===== src/rtl/pc_gen_if.sv =====
// ============================================================================
//  Module      : pc_gen_if
//  Description : Control and fetch-address bundle between the hazard, branch
//                and CSR logic (master) and the PC generator (slave).
//                The o_misalign signal exists only when PC_GEN_MISALIGN_EN
//                is defined.
//  Revision    : 1.0 - initial release
// ============================================================================
`default_nettype none

interface pc_gen_if #(
  parameter int XLEN      = 32,
  parameter int RAS_DEPTH = 4
);
  localparam int CW = $clog2(RAS_DEPTH + 1);

  logic            i_stall;
  logic            i_trap;
  logic [XLEN-1:0] i_trap_vec;
  logic            i_redirect;
  logic [XLEN-1:0] i_redirect_pc;
  logic            i_call;
  logic [XLEN-1:0] i_call_ret_pc;
  logic            i_ret;
  logic [XLEN-1:0] o_pc;
  logic            o_pc_valid;
  logic [CW-1:0]   o_ras_count;
  logic            o_ras_empty;
`ifdef PC_GEN_MISALIGN_EN
  logic            o_misalign;
`endif

  // Control side: drives requests, observes the fetch address
  modport master (
    output i_stall, i_trap, i_trap_vec, i_redirect, i_redirect_pc,
    output i_call, i_call_ret_pc, i_ret,
    input  o_pc, o_pc_valid, o_ras_count, o_ras_empty
`ifdef PC_GEN_MISALIGN_EN
    , input o_misalign
`endif
  );

  // PC generator side
  modport slave (
    input  i_stall, i_trap, i_trap_vec, i_redirect, i_redirect_pc,
    input  i_call, i_call_ret_pc, i_ret,
    output o_pc, o_pc_valid, o_ras_count, o_ras_empty
`ifdef PC_GEN_MISALIGN_EN
    , output o_misalign
`endif
  );

endinterface

`default_nettype wire


===== src/rtl/pc_gen.sv =====
// ============================================================================
//  Module      : pc_gen
//  Description : Program-counter generator for the IF stage. Registered next
//                PC with priority trap > redirect > stall > RAS return
//                prediction > sequential increment, plus a circular
//                return-address stack that overwrites its oldest entry on
//                overflow.
//                Optional macro PC_GEN_MISALIGN_EN adds o_misalign, flagging
//                a trap/redirect target whose low two bits were non-zero.
//  Revision    : 1.0 - initial release
// ============================================================================
`default_nettype none

module pc_gen #(
  parameter int              XLEN         = 32,
  parameter logic [XLEN-1:0] RESET_VECTOR = 32'h0000_0000,
  parameter int              INC          = 4,
  parameter int              RAS_DEPTH    = 4   // power of 2, >= 2
) (
  input  logic     i_clk,
  input  logic     i_reset,
  pc_gen_if.slave  bus
);

  localparam int CW = $clog2(RAS_DEPTH + 1);
  localparam int PW = $clog2(RAS_DEPTH);

  localparam logic [CW-1:0]   c_ras_full  = CW'(RAS_DEPTH);
  localparam logic [XLEN-1:0] c_inc       = XLEN'(INC);

  // --------------------------------------------------------------------------
  // State
  // --------------------------------------------------------------------------
  logic [XLEN-1:0] r_pc;
  logic            r_valid;
  logic [XLEN-1:0] r_ras [RAS_DEPTH];
  logic [PW-1:0]   r_ptr;     // next free slot; top lives at r_ptr-1
  logic [CW-1:0]   r_count;

  // --------------------------------------------------------------------------
  // Combinational helpers
  // --------------------------------------------------------------------------
  logic            w_q;
  logic            w_has_entry;
  logic [PW-1:0]   w_top_idx;
  logic [XLEN-1:0] w_ras_top;
  logic            w_push;
  logic            w_pop;
  logic            w_swap;
  logic [XLEN-1:0] w_trap_tgt;
  logic [XLEN-1:0] w_redir_tgt;
  logic [XLEN-1:0] w_pc_next;
  logic [PW-1:0]   w_ptr_next;
  logic [CW-1:0]   w_count_next;

  // Aligned redirect targets: instructions are always word aligned here
  assign w_trap_tgt  = {bus.i_trap_vec[XLEN-1:2], 2'b00};
  assign w_redir_tgt = {bus.i_redirect_pc[XLEN-1:2], 2'b00};

  // RAS is only touched by an instruction that is really advancing fetch
  assign w_q         = ~bus.i_stall & ~bus.i_trap & ~bus.i_redirect & r_valid;
  assign w_has_entry = (r_count != '0);
  assign w_top_idx   = r_ptr - PW'(1);
  assign w_ras_top   = r_ras[w_top_idx];

  // Call+ret on an empty stack degenerates into a plain push
  assign w_push = w_q & bus.i_call & (~bus.i_ret | ~w_has_entry);
  assign w_pop  = w_q & bus.i_ret & ~bus.i_call & w_has_entry;
  assign w_swap = w_q & bus.i_call & bus.i_ret & w_has_entry;

  // Next-PC selection in priority order
  always_comb begin
    w_pc_next = r_pc;
    if (!r_valid) begin
      w_pc_next = r_pc;               // first edge after reset holds the vector
    end else if (bus.i_trap) begin
      w_pc_next = w_trap_tgt;
    end else if (bus.i_redirect) begin
      w_pc_next = w_redir_tgt;
    end else if (bus.i_stall) begin
      w_pc_next = r_pc;
    end else if (bus.i_ret && w_has_entry) begin
      w_pc_next = w_ras_top;
    end else begin
      w_pc_next = r_pc + c_inc;       // natural wrap modulo 2^XLEN
    end
  end

  // Next RAS pointer and occupancy; a swap leaves both unchanged
  always_comb begin
    w_ptr_next   = r_ptr;
    w_count_next = r_count;
    if (w_push) begin
      w_ptr_next   = r_ptr + PW'(1);
      w_count_next = (r_count == c_ras_full) ? r_count : r_count + CW'(1);
    end else if (w_pop) begin
      w_ptr_next   = w_top_idx;
      w_count_next = r_count - CW'(1);
    end
  end

  // --------------------------------------------------------------------------
  // Registers
  // --------------------------------------------------------------------------

  // PC and valid flag
  always_ff @(posedge i_clk or posedge i_reset) begin
    if (i_reset) begin
      r_pc    <= RESET_VECTOR;
      r_valid <= 1'b0;
    end else begin
      r_pc    <= w_pc_next;
      r_valid <= 1'b1;
    end
  end

  // RAS pointer and occupancy
  always_ff @(posedge i_clk or posedge i_reset) begin
    if (i_reset) begin
      r_ptr   <= '0;
      r_count <= '0;
    end else begin
      r_ptr   <= w_ptr_next;
      r_count <= w_count_next;
    end
  end

  // RAS storage: push writes the free slot, swap rewrites the top in place
  always_ff @(posedge i_clk or posedge i_reset) begin
    if (i_reset) begin
      for (int i = 0; i < RAS_DEPTH; i++) begin
        r_ras[i] <= '0;
      end
    end else if (w_push) begin
      r_ras[r_ptr] <= bus.i_call_ret_pc;
    end else if (w_swap) begin
      r_ras[w_top_idx] <= bus.i_call_ret_pc;
    end
  end

  // --------------------------------------------------------------------------
  // Optional misaligned-target flag
  // --------------------------------------------------------------------------
`ifdef PC_GEN_MISALIGN_EN
  logic r_misalign;
  logic w_misalign_next;

  // Flag follows whichever target actually won the PC mux this edge
  always_comb begin
    w_misalign_next = 1'b0;
    if (r_valid) begin
      if (bus.i_trap) begin
        w_misalign_next = (bus.i_trap_vec[1:0] != 2'b00);
      end else if (bus.i_redirect) begin
        w_misalign_next = (bus.i_redirect_pc[1:0] != 2'b00);
      end
    end
  end

  // Misalign flag registered alongside the PC
  always_ff @(posedge i_clk or posedge i_reset) begin
    if (i_reset) begin
      r_misalign <= 1'b0;
    end else begin
      r_misalign <= w_misalign_next;
    end
  end

  assign bus.o_misalign = r_misalign;
`else
  // Low target bits are simply discarded when the flag is not built
  logic w_unused_low_bits;
  assign w_unused_low_bits = ^{bus.i_trap_vec[1:0], bus.i_redirect_pc[1:0]};
`endif

  // --------------------------------------------------------------------------
  // Outputs
  // --------------------------------------------------------------------------
  assign bus.o_pc        = r_pc;
  assign bus.o_pc_valid  = r_valid;
  assign bus.o_ras_count = r_count;
  assign bus.o_ras_empty = (r_count == '0);

endmodule

`default_nettype wire


===== src/flat_wrapper.sv =====
// flat-port wrapper written by rule: the top's interface ports become plain ports
module pc_gen_flat 
#(
  parameter int              XLEN         = 32,
  parameter logic [XLEN-1:0] RESET_VECTOR = 32'h0000_0000,
  parameter int              INC          = 4,
  parameter int              RAS_DEPTH    = 4                      
)
  (i_clk, i_reset, bus_i_stall, bus_i_trap, bus_i_trap_vec, bus_i_redirect, bus_i_redirect_pc, bus_i_call, bus_i_call_ret_pc, bus_i_ret, bus_o_pc, bus_o_pc_valid, bus_o_ras_count, bus_o_ras_empty);
  pc_gen_if #(.XLEN(XLEN), .RAS_DEPTH(RAS_DEPTH)) bus_i ();
  input  logic i_clk;
  input  logic i_reset;
  input wire logic [$bits(bus_i.i_stall)-1:0] bus_i_stall;
  input wire logic [$bits(bus_i.i_trap)-1:0] bus_i_trap;
  input wire logic [$bits(bus_i.i_trap_vec)-1:0] bus_i_trap_vec;
  input wire logic [$bits(bus_i.i_redirect)-1:0] bus_i_redirect;
  input wire logic [$bits(bus_i.i_redirect_pc)-1:0] bus_i_redirect_pc;
  input wire logic [$bits(bus_i.i_call)-1:0] bus_i_call;
  input wire logic [$bits(bus_i.i_call_ret_pc)-1:0] bus_i_call_ret_pc;
  input wire logic [$bits(bus_i.i_ret)-1:0] bus_i_ret;
  output wire logic [$bits(bus_i.o_pc)-1:0] bus_o_pc;
  output wire logic [$bits(bus_i.o_pc_valid)-1:0] bus_o_pc_valid;
  output wire logic [$bits(bus_i.o_ras_count)-1:0] bus_o_ras_count;
  output wire logic [$bits(bus_i.o_ras_empty)-1:0] bus_o_ras_empty;
  assign bus_i.i_stall = bus_i_stall;
  assign bus_i.i_trap = bus_i_trap;
  assign bus_i.i_trap_vec = bus_i_trap_vec;
  assign bus_i.i_redirect = bus_i_redirect;
  assign bus_i.i_redirect_pc = bus_i_redirect_pc;
  assign bus_i.i_call = bus_i_call;
  assign bus_i.i_call_ret_pc = bus_i_call_ret_pc;
  assign bus_i.i_ret = bus_i_ret;
  assign bus_o_pc = bus_i.o_pc;
  assign bus_o_pc_valid = bus_i.o_pc_valid;
  assign bus_o_ras_count = bus_i.o_ras_count;
  assign bus_o_ras_empty = bus_i.o_ras_empty;
  pc_gen #(.XLEN(XLEN), .RESET_VECTOR(RESET_VECTOR), .INC(INC), .RAS_DEPTH(RAS_DEPTH)) u_core (.i_clk(i_clk), .i_reset(i_reset), .bus(bus_i));
endmodule

===== config.mk =====
export PLATFORM = sky130hd
export DESIGN_NAME = pc_gen_flat
export DESIGN_NICKNAME = d
export VERILOG_FILES = /design/src/rtl/pc_gen_if.sv /design/src/rtl/pc_gen.sv /design/src/flat_wrapper.sv
export SDC_FILE = /design/constraint.sdc
export NUM_CORES = 1
export LEC_CHECK = 0
export BUFFER_PORTS_ARGS = -buffer_cell sky130_fd_sc_hd__buf_4
export CELL_PAD_IN_SITES_DETAIL_PLACEMENT = 1
export CELL_PAD_IN_SITES_GLOBAL_PLACEMENT = 1
export CORE_ASPECT_RATIO = 0.5
export CORE_MARGIN = 10
export CORE_UTILIZATION = 46
export DETAILED_ROUTE_END_ITERATION = 6
export PLACE_DENSITY_LB_ADDON = 0.1
export REMOVE_ABC_BUFFERS = 1
export SLEW_MARGIN = 20
export SYNTH_ARGS = -nofsm -noshare
export SYNTH_HDL_FRONTEND = slang
export SYNTH_SLANG_ARGS = --single-unit
export TNS_END_PERCENT = 5

===== constraint.sdc =====
create_clock -name i_clk -period 7 [get_ports i_clk]
set_clock_uncertainty 0.2 [all_clocks]
set_input_delay 0.7 -clock i_clk [delete_from_list [all_inputs] [get_ports i_clk]]
set_output_delay 0.7 -clock i_clk [all_outputs]
set_load 0.1 [all_outputs]

* After elaboration in Yosys (flattened, before gate mapping)
Cells that the tools add are included.
W data, S select, Z words.
** Storage, ports and cells
- Bits in registers :: 166
- Input port bits :: 103
- Output and inout bits :: 37
- Logic and storage cells :: 68
** Cells by class
- Add/sub/neg operators :: 5
- Order comparisons :: 4
- Equality and inequality tests :: 3
- Mux-type cells :: 20
- Bitwise gates (word level) :: 19
- Reduce and logical (&&, ||, !) cells :: 9
** Operators by type and width (count)
- $bwmux W128 :: 2
- $mux W128 :: 2
- $mux W32 :: 8
- $demux W32 S2 :: 2
- $bmux W32 S2 :: 1
- $add A32 B3 Y32 const B :: 1
- $and A1 B1 Y1 :: 10
- $mux W3 :: 3
- $ge A3 B3 Y1 const B :: 2
- $lt A3 B1 Y1 const B :: 2
- $not A1 Y1 :: 6
- $not A2 Y3 :: 2
- $mux W2 :: 2
- $reduce_and A2 Y1 :: 2
- $reduce_bool A2 Y1 :: 2
- $add A3 B1 Y3 const B :: 1
- $eq A3 B3 Y1 const B :: 1
- $logic_and A1 B1 Y1 :: 3
- $logic_not A3 Y1 :: 1
- $ne A3 B1 Y1 const B :: 1
- $reduce_bool A3 Y1 :: 1
- $sub A3 B1 Y3 const B :: 1
- $add A2 B1 Y2 const B :: 1
- $ne A2 B2 Y1 const B :: 1
- 2 further kinds :: 2

* Logic depth before layout (Yosys ltp)
Gate-level depths: netlist (run 1).
- Word-level depth :: 9
- Gate-level depth with buffers :: 12
- Depth with buffers taken out :: 8

* Least setup slack after synthesis (run 1)
No wires, ideal clock.
- Kind :: register -> output
- Start :: register u_core.r_count[1] (netlist: u_core.bus.o_ras_count[1])
- End :: output bus_o_ras_empty
- Data arrival time :: 3.124 ns
- Path slack :: 2.976 ns
- Cell stages (with the launch flop) :: 3
- Cells stage by stage :: dfrtp_1 buf_2 nor3_1
** Between the ends
- Cells in the longest elaborated chain, start to end :: 1
** RTL lines
- from (decl) :: line pc_gen.sv:38 : logic [CW-1:0] r_count;
- from (signal assigned) :: line pc_gen.sv:124 : r_count <= w_count_next;
- $logic_not A3 Y1 :: line pc_gen.sv:182 : assign bus.o_ras_empty = (r_count == '0);
- to (decl) :: line flat_wrapper.sv:24 : output wire logic [$bits(bus_i.o_ras_empty)-1:0] bus_o_ras_empty;
No other way between the ends.

* Worst setup path after layout (run 1)
- Start :: register u_core.r_ptr[1]
- End :: register u_core.r_pc[8] (netlist: u_core.bus.o_pc[8])
** Between the ends
- Cells in the longest elaborated chain, start to end :: 9
** RTL lines
- from (decl) :: line pc_gen.sv:37 : logic [PW-1:0] r_ptr;
- from (signal assigned) :: line pc_gen.sv:123 : r_ptr <= w_ptr_next;
- $sub A2 B1 Y2 :: line pc_gen.sv:63 : assign w_top_idx = r_ptr - PW'(1);
- $not A2 Y3 (implied by the code) :: line pc_gen.sv:64 : assign w_ras_top = r_ras[w_top_idx];
- $bmux W32 S2 :: line pc_gen.sv:64
- $mux W32 (implied by the code) (2 in series) :: line pc_gen.sv:64
- $mux W32 :: line pc_gen.sv:82 : end else if (bus.i_ret && w_has_entry) begin
- $mux W32 :: line pc_gen.sv:80 : end else if (bus.i_stall) begin
- $mux W32 :: line pc_gen.sv:78 : end else if (bus.i_redirect) begin
- $mux W32 :: line pc_gen.sv:76 : end else if (bus.i_trap) begin
- to (signal assigned) :: line pc_gen.sv:112 : r_pc <= w_pc_next;
- to (decl) :: line pc_gen.sv:34 : logic [XLEN-1:0] r_pc;
No other way between the ends. The select of a mux whose other input is x is not followed.
A chain may end at the register's enable or synchronous reset.

==> results.yml, run 1 <==
die:
  dieArea_sq_mm: 0.0251
  rows: 35
  io_pins: 140
  die_w_microns: 214
  initial_core_util_pct: 47.0
  core_area_sq_mm: 0.0185
  fp.dieH_microns: 117
route:
  dr_total_vias: 6412
  post_drt_via_cell_ratio: 5.95
  drc: 0
  drtPass1Iterations: 4
  drtIter0Drc: 352
  wirelength_microns: 26300
  post_drt_wl_per_cell_microns: 24.4
  antenna_left: 0
status:
  status: "completed"
yosys:
  syn_area_sq_mm: 0.00868
  synth_top_area_share_pct: 47.9
  ys_ff_latch: 166
  yosysTopAreaCell: "dfrtp_1"
  synth_edf_count: 0
  synthCells: 684
  yosys-top-cells-area: "dfrtp_1 (48%), mux2_1 (17%), mux4_2 (8.3%), nor2_1 (1.6%), nand2_1 (1.5%)"
  yosysWarnings: 0
  synth.most_common_cell: "dfrtp_1"
  ys_async_sr_fraction_pct: 100
  ys_seq_area_share_pct: 47.9
  synth_ff_type: "dfrtp_1"
  yosysUniqueCellTypes: 71
  yosys-top-cells-count: "dfrtp_1 (166), mux2_1 (129), nor2_1 (36)"
  avgSynthCellArea_sq_um: 12.7
critical_path:
  end_kind: "register"
  crit_chain: "inv_1 -> ha_2 -> buf_4 -> mux4_2 -> nor2_1 -> a311oi_1 -> a211oi_1 -> o21ai_1"
  cpPeakStageDelay_ns: 0.84
  critPathLaunchType: "register"
  crit_fanout: 18
  path_class: "reg2reg"
  cp.arrival_ns: 3.43
  critPathTopFamily: "adder cells"
  cp.buffers_inverters: 2
  cp.required_ns: 7.10
  cp_slowest_cell: "ha_2"
sta:
  hold_violations: 0
  setup-tns-final_ns: 0
  maxClockFrequency_mhz: 300
  fin_crit_sh_pct: 47.6
  rsz0062_at_grt: "false"
  setup_violations: 0
  relSlewSlack_pct: 39.9
  tightest_slew_ns: 0.901
  slew_viol_final: 0
  period_minus_slack_ns: 3.33
  layout_setup_ws_ns: 3.67
global_routing:
  grt_start_max_net_pins: 89
  grt_use_total_pct: 21.0
  grt_pass1_vias: 7127
  grt_pass1_wl_microns: 40800
  antenna_found_initial: 0
  grt_overflow: 0
cts:
  clockBufferDepth: 2
  htreeDepth: 4
  cts_made_buffers: 17
  cts_num_sinks: 166
  cts.clk_slew.worst_paths_ns: 0.08
  clock_latency_ns: 0.43
  cts_tree: "yes"
  hold_buffers: 0
  post-cts-setup-buffers: 0
  cts-root-buf: "clkbuf_16"
  post_cts_resized: 0
power_and_ir_drop:
  peakVddDrop_mv: 0.171
  p_leak_uw: 0.00479
  p_per_area_mw_per_mm2: 358
place:
  place_inst: 1046
  portBuffers: 135
  placed_area_sq_mm: 0.00987
  gp_congestion: 0.756
  dp_hpwl_microns: 17700
  pre_cts_slack_ns: 3.60
cells_and_area:
  final_net_count: 917
  areaGrowthSynthToFinish_pct: 20.6
  final_cell_area_sq_mm: 0.0105
  fin_util_pct: 56.6
  layout.cells.non_filler: 1078
  n_antenna_cell: 0
  drive_above_1_share_pct: 28.6
hold_path:
  hp-class: "in2async"
flow_run:
  drv_cap: 0
==> layer usage <==
metal	track usage [%]	share of wire [%]	wire, microns	vias to the layer above
met5	0	0	0	-
met4	5.54	1.1	286	0
met3	3.36	3.6	941	26
met2	36.5	49	13000	130
met1	27.1	46	12100	3419
li1	-	-	-	2837
==> layout by cell type (no fill, tap or decap), types with 5 or more instances in the layout <==
master and instances:
xnor2_1 10, inv_6 6, o21ai_1 5, a221oi_1 10
o22ai_1 17, dfrtp_1 166, nand4_1 8, nand3_1 15
ha_1 7, buf_4 149, a21oi_1 16, nand2_1 35
a211oi_1 9, nor3_1 6, o21ai_0 21, o31ai_1 9
clkbuf_16 17, nor2_1 36, mux2_1 129, o31a_1 10
mux4_2 32, inv_1 13
==> final timing paths <==
path	start	end	slack (ns)	cells after the start
setup / recovery	u_core.r_ptr[1]	u_core.bus.o_pc[8]	3.67	8
hold / removal	i_reset	u_core.r_ras[36]	0.22	2
setup reg to reg	u_core.r_ptr[1]	u_core.bus.o_pc[8]	3.67	8
hold reg to reg	u_core.r_ras[67]	u_core.r_ras[67]	0.28	1
max in group asynchronous	i_reset	u_core.r_ras[114]	5.11	3
min in group i_clk	u_core.r_ras[67]	u_core.r_ras[67]	0.28	1
==> flip-flops by register name, indices dropped and copies added (netlist names) <==
name,flops
u_core.bus.o_ras_count,3
u_core.bus.o_pc_valid,1
u_core.r_ptr,2
u_core.bus.o_pc,32
u_core.r_ras,128
==> cell families after synthesis <==
group                      Yosys count  synth area share (%)
other                                1                0.0432
AOI/OAI and AO/OA                  142                  12.6
and+or+nand+nor                    127                  7.68
muxes                              165                  25.5
DFF                                166                  47.9
adders and majority gates            8                  1.15
buffers and inverters               61                  3.76
xor gates and xnor gates            14                  1.41
==> metrics by stage <==
step | total power [uW] | hold WS [ns]
floorplan | 2380 | 0.252
global placement | 2740 | 0.262
detailed placement | 2800 | 0.272
CTS | 3770 | 0.257
global route | 3930 | 0.299
finish | 3750 | 0.215
==> layout make-up <==
class                   instances  area [sq um]
clock buffers                  18           429
repair buffers                150          1130
fillers                      1872          8020
flip-flops and latches        166          4150
multi-input cells             457          4210
inverters                      14          57.6
clock inverters                14           161
well taps                     259           324
==> report_power, final <==
group          total [uW]  internal [uW]  switching (uW)  leakage, uW
combinational        1360            524             832      0.00234
clock                 968            536             432     0.000284
sequential           1420           1230             197      0.00216
Note: power is estimated with default switching activity, not from simulation.
==> run 2: changes to the inputs <==
--- a/config.mk
+++ b/config.mk
@@ -10,7 +10,7 @@
 export CELL_PAD_IN_SITES_GLOBAL_PLACEMENT = 1
 export CORE_ASPECT_RATIO = 0.5
 export CORE_MARGIN = 10
-export CORE_UTILIZATION = 46
+export CORE_UTILIZATION = 42
 export DETAILED_ROUTE_END_ITERATION = 6
 export PLACE_DENSITY_LB_ADDON = 0.1
 export REMOVE_ABC_BUFFERS = 1
==> constraint.sdc (replaced) <==
create_clock -name i_clk -period 2.7 [get_ports i_clk]
set_clock_uncertainty 0.2 [all_clocks]
set_input_delay 0.27 -clock i_clk [delete_from_list [all_inputs] [get_ports i_clk]]
set_output_delay 0.27 -clock i_clk [all_outputs]
set_load 0.1 [all_outputs]
==> results.yml, run 2 (synthesis gave the netlist of run 1 again) <==
status:
  status: "completed"
global_routing:
  grt_use_total_pct: 20.7
  grt_overflow: 0
  grt_start_max_net_pins: 56
  grt_pass1_vias: 7408
  antenna_found_initial: 1
  grt_pass1_wl_microns: 43600
critical_path:
  r2r_cells: 6
  cp.required_ns: 2.85
  end_kind: "register"
  reg2reg_to: "u_core.bus.o_pc[15]"
  cp_slowest_cell: "o31ai_4"
  crit_path_frequent_cell: "buf_4"
  critPathLaunchType: "register"
  cp.arrival_ns: 2.71
  cpPeakStageDelay_ns: 0.59
  r2r-start: "u_core.bus.o_ras_count[1]"
  path_class: "reg2reg"
  r2r_slack_ns: 0.14
  crit_fanout: 10
  crit_chain: "o31ai_4 -> buf_4 -> buf_4 -> nand2b_1 -> o311a_1 -> o31ai_1"
power_and_ir_drop:
  p_per_area_mw_per_mm2: 896
  peakVddDrop_mv: 0.538
  p_leak_uw: 0.00521
route:
  antenna_left: 0
  wirelength_microns: 27500
  post_drt_wl_per_cell_microns: 23.5
  dr_total_vias: 6607
  post_drt_via_cell_ratio: 5.64
  drtIter0Drc: 393
  drc: 0
  drtPass1Iterations: 6
cts:
  cts_tree: "yes"
  clock_latency_ns: 0.44
  cts.clk_slew.worst_paths_ns: 0.06
  post_cts_resized: 0
  htreeDepth: 4
  post-cts-setup-buffers: 0
  hold_buffers: 52
  cts_num_sinks: 166
  clockBufferDepth: 2
  cts-root-buf: "clkbuf_16"
  cts_made_buffers: 17
die:
  initial_core_util_pct: 42.5
  fp.dieH_microns: 122
  core_area_sq_mm: 0.0204
  die_w_microns: 223
  dieArea_sq_mm: 0.0272
  rows: 37
  io_pins: 140
cells_and_area:
  layout_common_cells: "buf_4 (169), dfrtp_1 (166), mux2_1 (129), dlygate4sd3_1 (52), nor2_1 (36)"
  final_common_cell: "buf_4"
  largest_reg_flops: 128
  fin_util_pct: 55.8
  final_net_count: 996
  drive_above_1_share_pct: 29.2
  multiInputGateArea_sq_mm: 0.00421
  layout.cells.non_filler: 1172
  areaGrowthSynthToFinish_pct: 31.3
  regArea_sq_mm: 0.00415
  filler_cell_count: 2080
  top_register: "u_core.r_ras"
sta:
  layout_setup_ws_ns: 0.138
  hold_violations: 0
  tightest_slew_ns: 0.764
  slew_viol_final: 0
  maxClockFrequency_mhz: 390
  whs_ns: 0.0193
  period_minus_slack_ns: 2.56
  fin_crit_sh_pct: 94.9
  relSlewSlack_pct: 49.0
  rsz0062_at_grt: "false"
  setup_violations: 0
place:
  pre_cts_slack_ns: 0.138
  gp_congestion: 0.731
  place_inst: 1087
  portBuffers: 135
  dp_hpwl_microns: 19500
hold_path:
  hp-class: "in2reg"
  min_path_cells: 3
  whs_endpoint: "u_core.bus.o_pc[5]"
  holdCritStartpoint: "bus_i_trap"
flow_run:
  drv_cap: 0
run 2: cell type report:
| cell class | count | share of cell area (%) |
|---|---|---|
| clock buffers | 19 | 3.98 |
| multi-input cells | 457 | 36.9 |
| well taps | 273 | 3.00 |
| clock inverters | 13 | 1.99 |
| diodes | 1 | 0.0220 |
| repair buffers | 229 | 17.1 |
| inverters | 14 | 0.505 |
| flip-flops and latches | 166 | 36.5 |
run 2: how the worst max path moves through the flow:
stage,slack [ns],cells past startpoint,endpoint,from
floorplan,-2.26,1,u_core.bus.o_pc[0],i_reset
global placement,0.20,6,u_core.bus.o_pc[15],u_core.bus.o_ras_count[1]
detailed placement,0.14,6,u_core.bus.o_pc[15],u_core.bus.o_ras_count[1]
CTS,0.12,6,u_core.bus.o_pc[15],u_core.bus.o_ras_count[1]
global route,0.0004,6,u_core.bus.o_pc[15],u_core.bus.o_ras_count[1]
finish,0.14,6,u_core.bus.o_pc[15],u_core.bus.o_ras_count[1]
run 2: worst max-delay path: cells and delay by family (launching register included):
| kind | cells | cell delay (ns) |
|---|---|---|
| compound gates | 3 | 1.22 |
| flops | 1 | 0.48 |
| buf+inv | 2 | 0.36 |
| simple gates | 1 | 0.21 |
run 2: layer usage:
layer	global-route usage [%]	routed length, microns	vias up
met5	0	0	-
met4	6.50	343	0
met1	27.6	12700	3481
li1	-	-	2993
met3	3.63	1140	18
met2	34.0	13400	115
run 2: metrics by stage:
stage               total power (uW)  area [sq um]  setup TNS (ns)
floorplan                       6180          8400         -529.85
global placement                7260         10200               0
global route                   10700         11400               0
finish                         10200         11400               0
detailed placement              7380         10200               0
CTS                            10300         11400               0
run 2: power by group:
group / internal, uW / total (uW) / switching (uW)
clock: 1780 / 2810 / 1030
combinational: 1510 / 3740 / 2220
sequential: 3180 / 3660 / 481
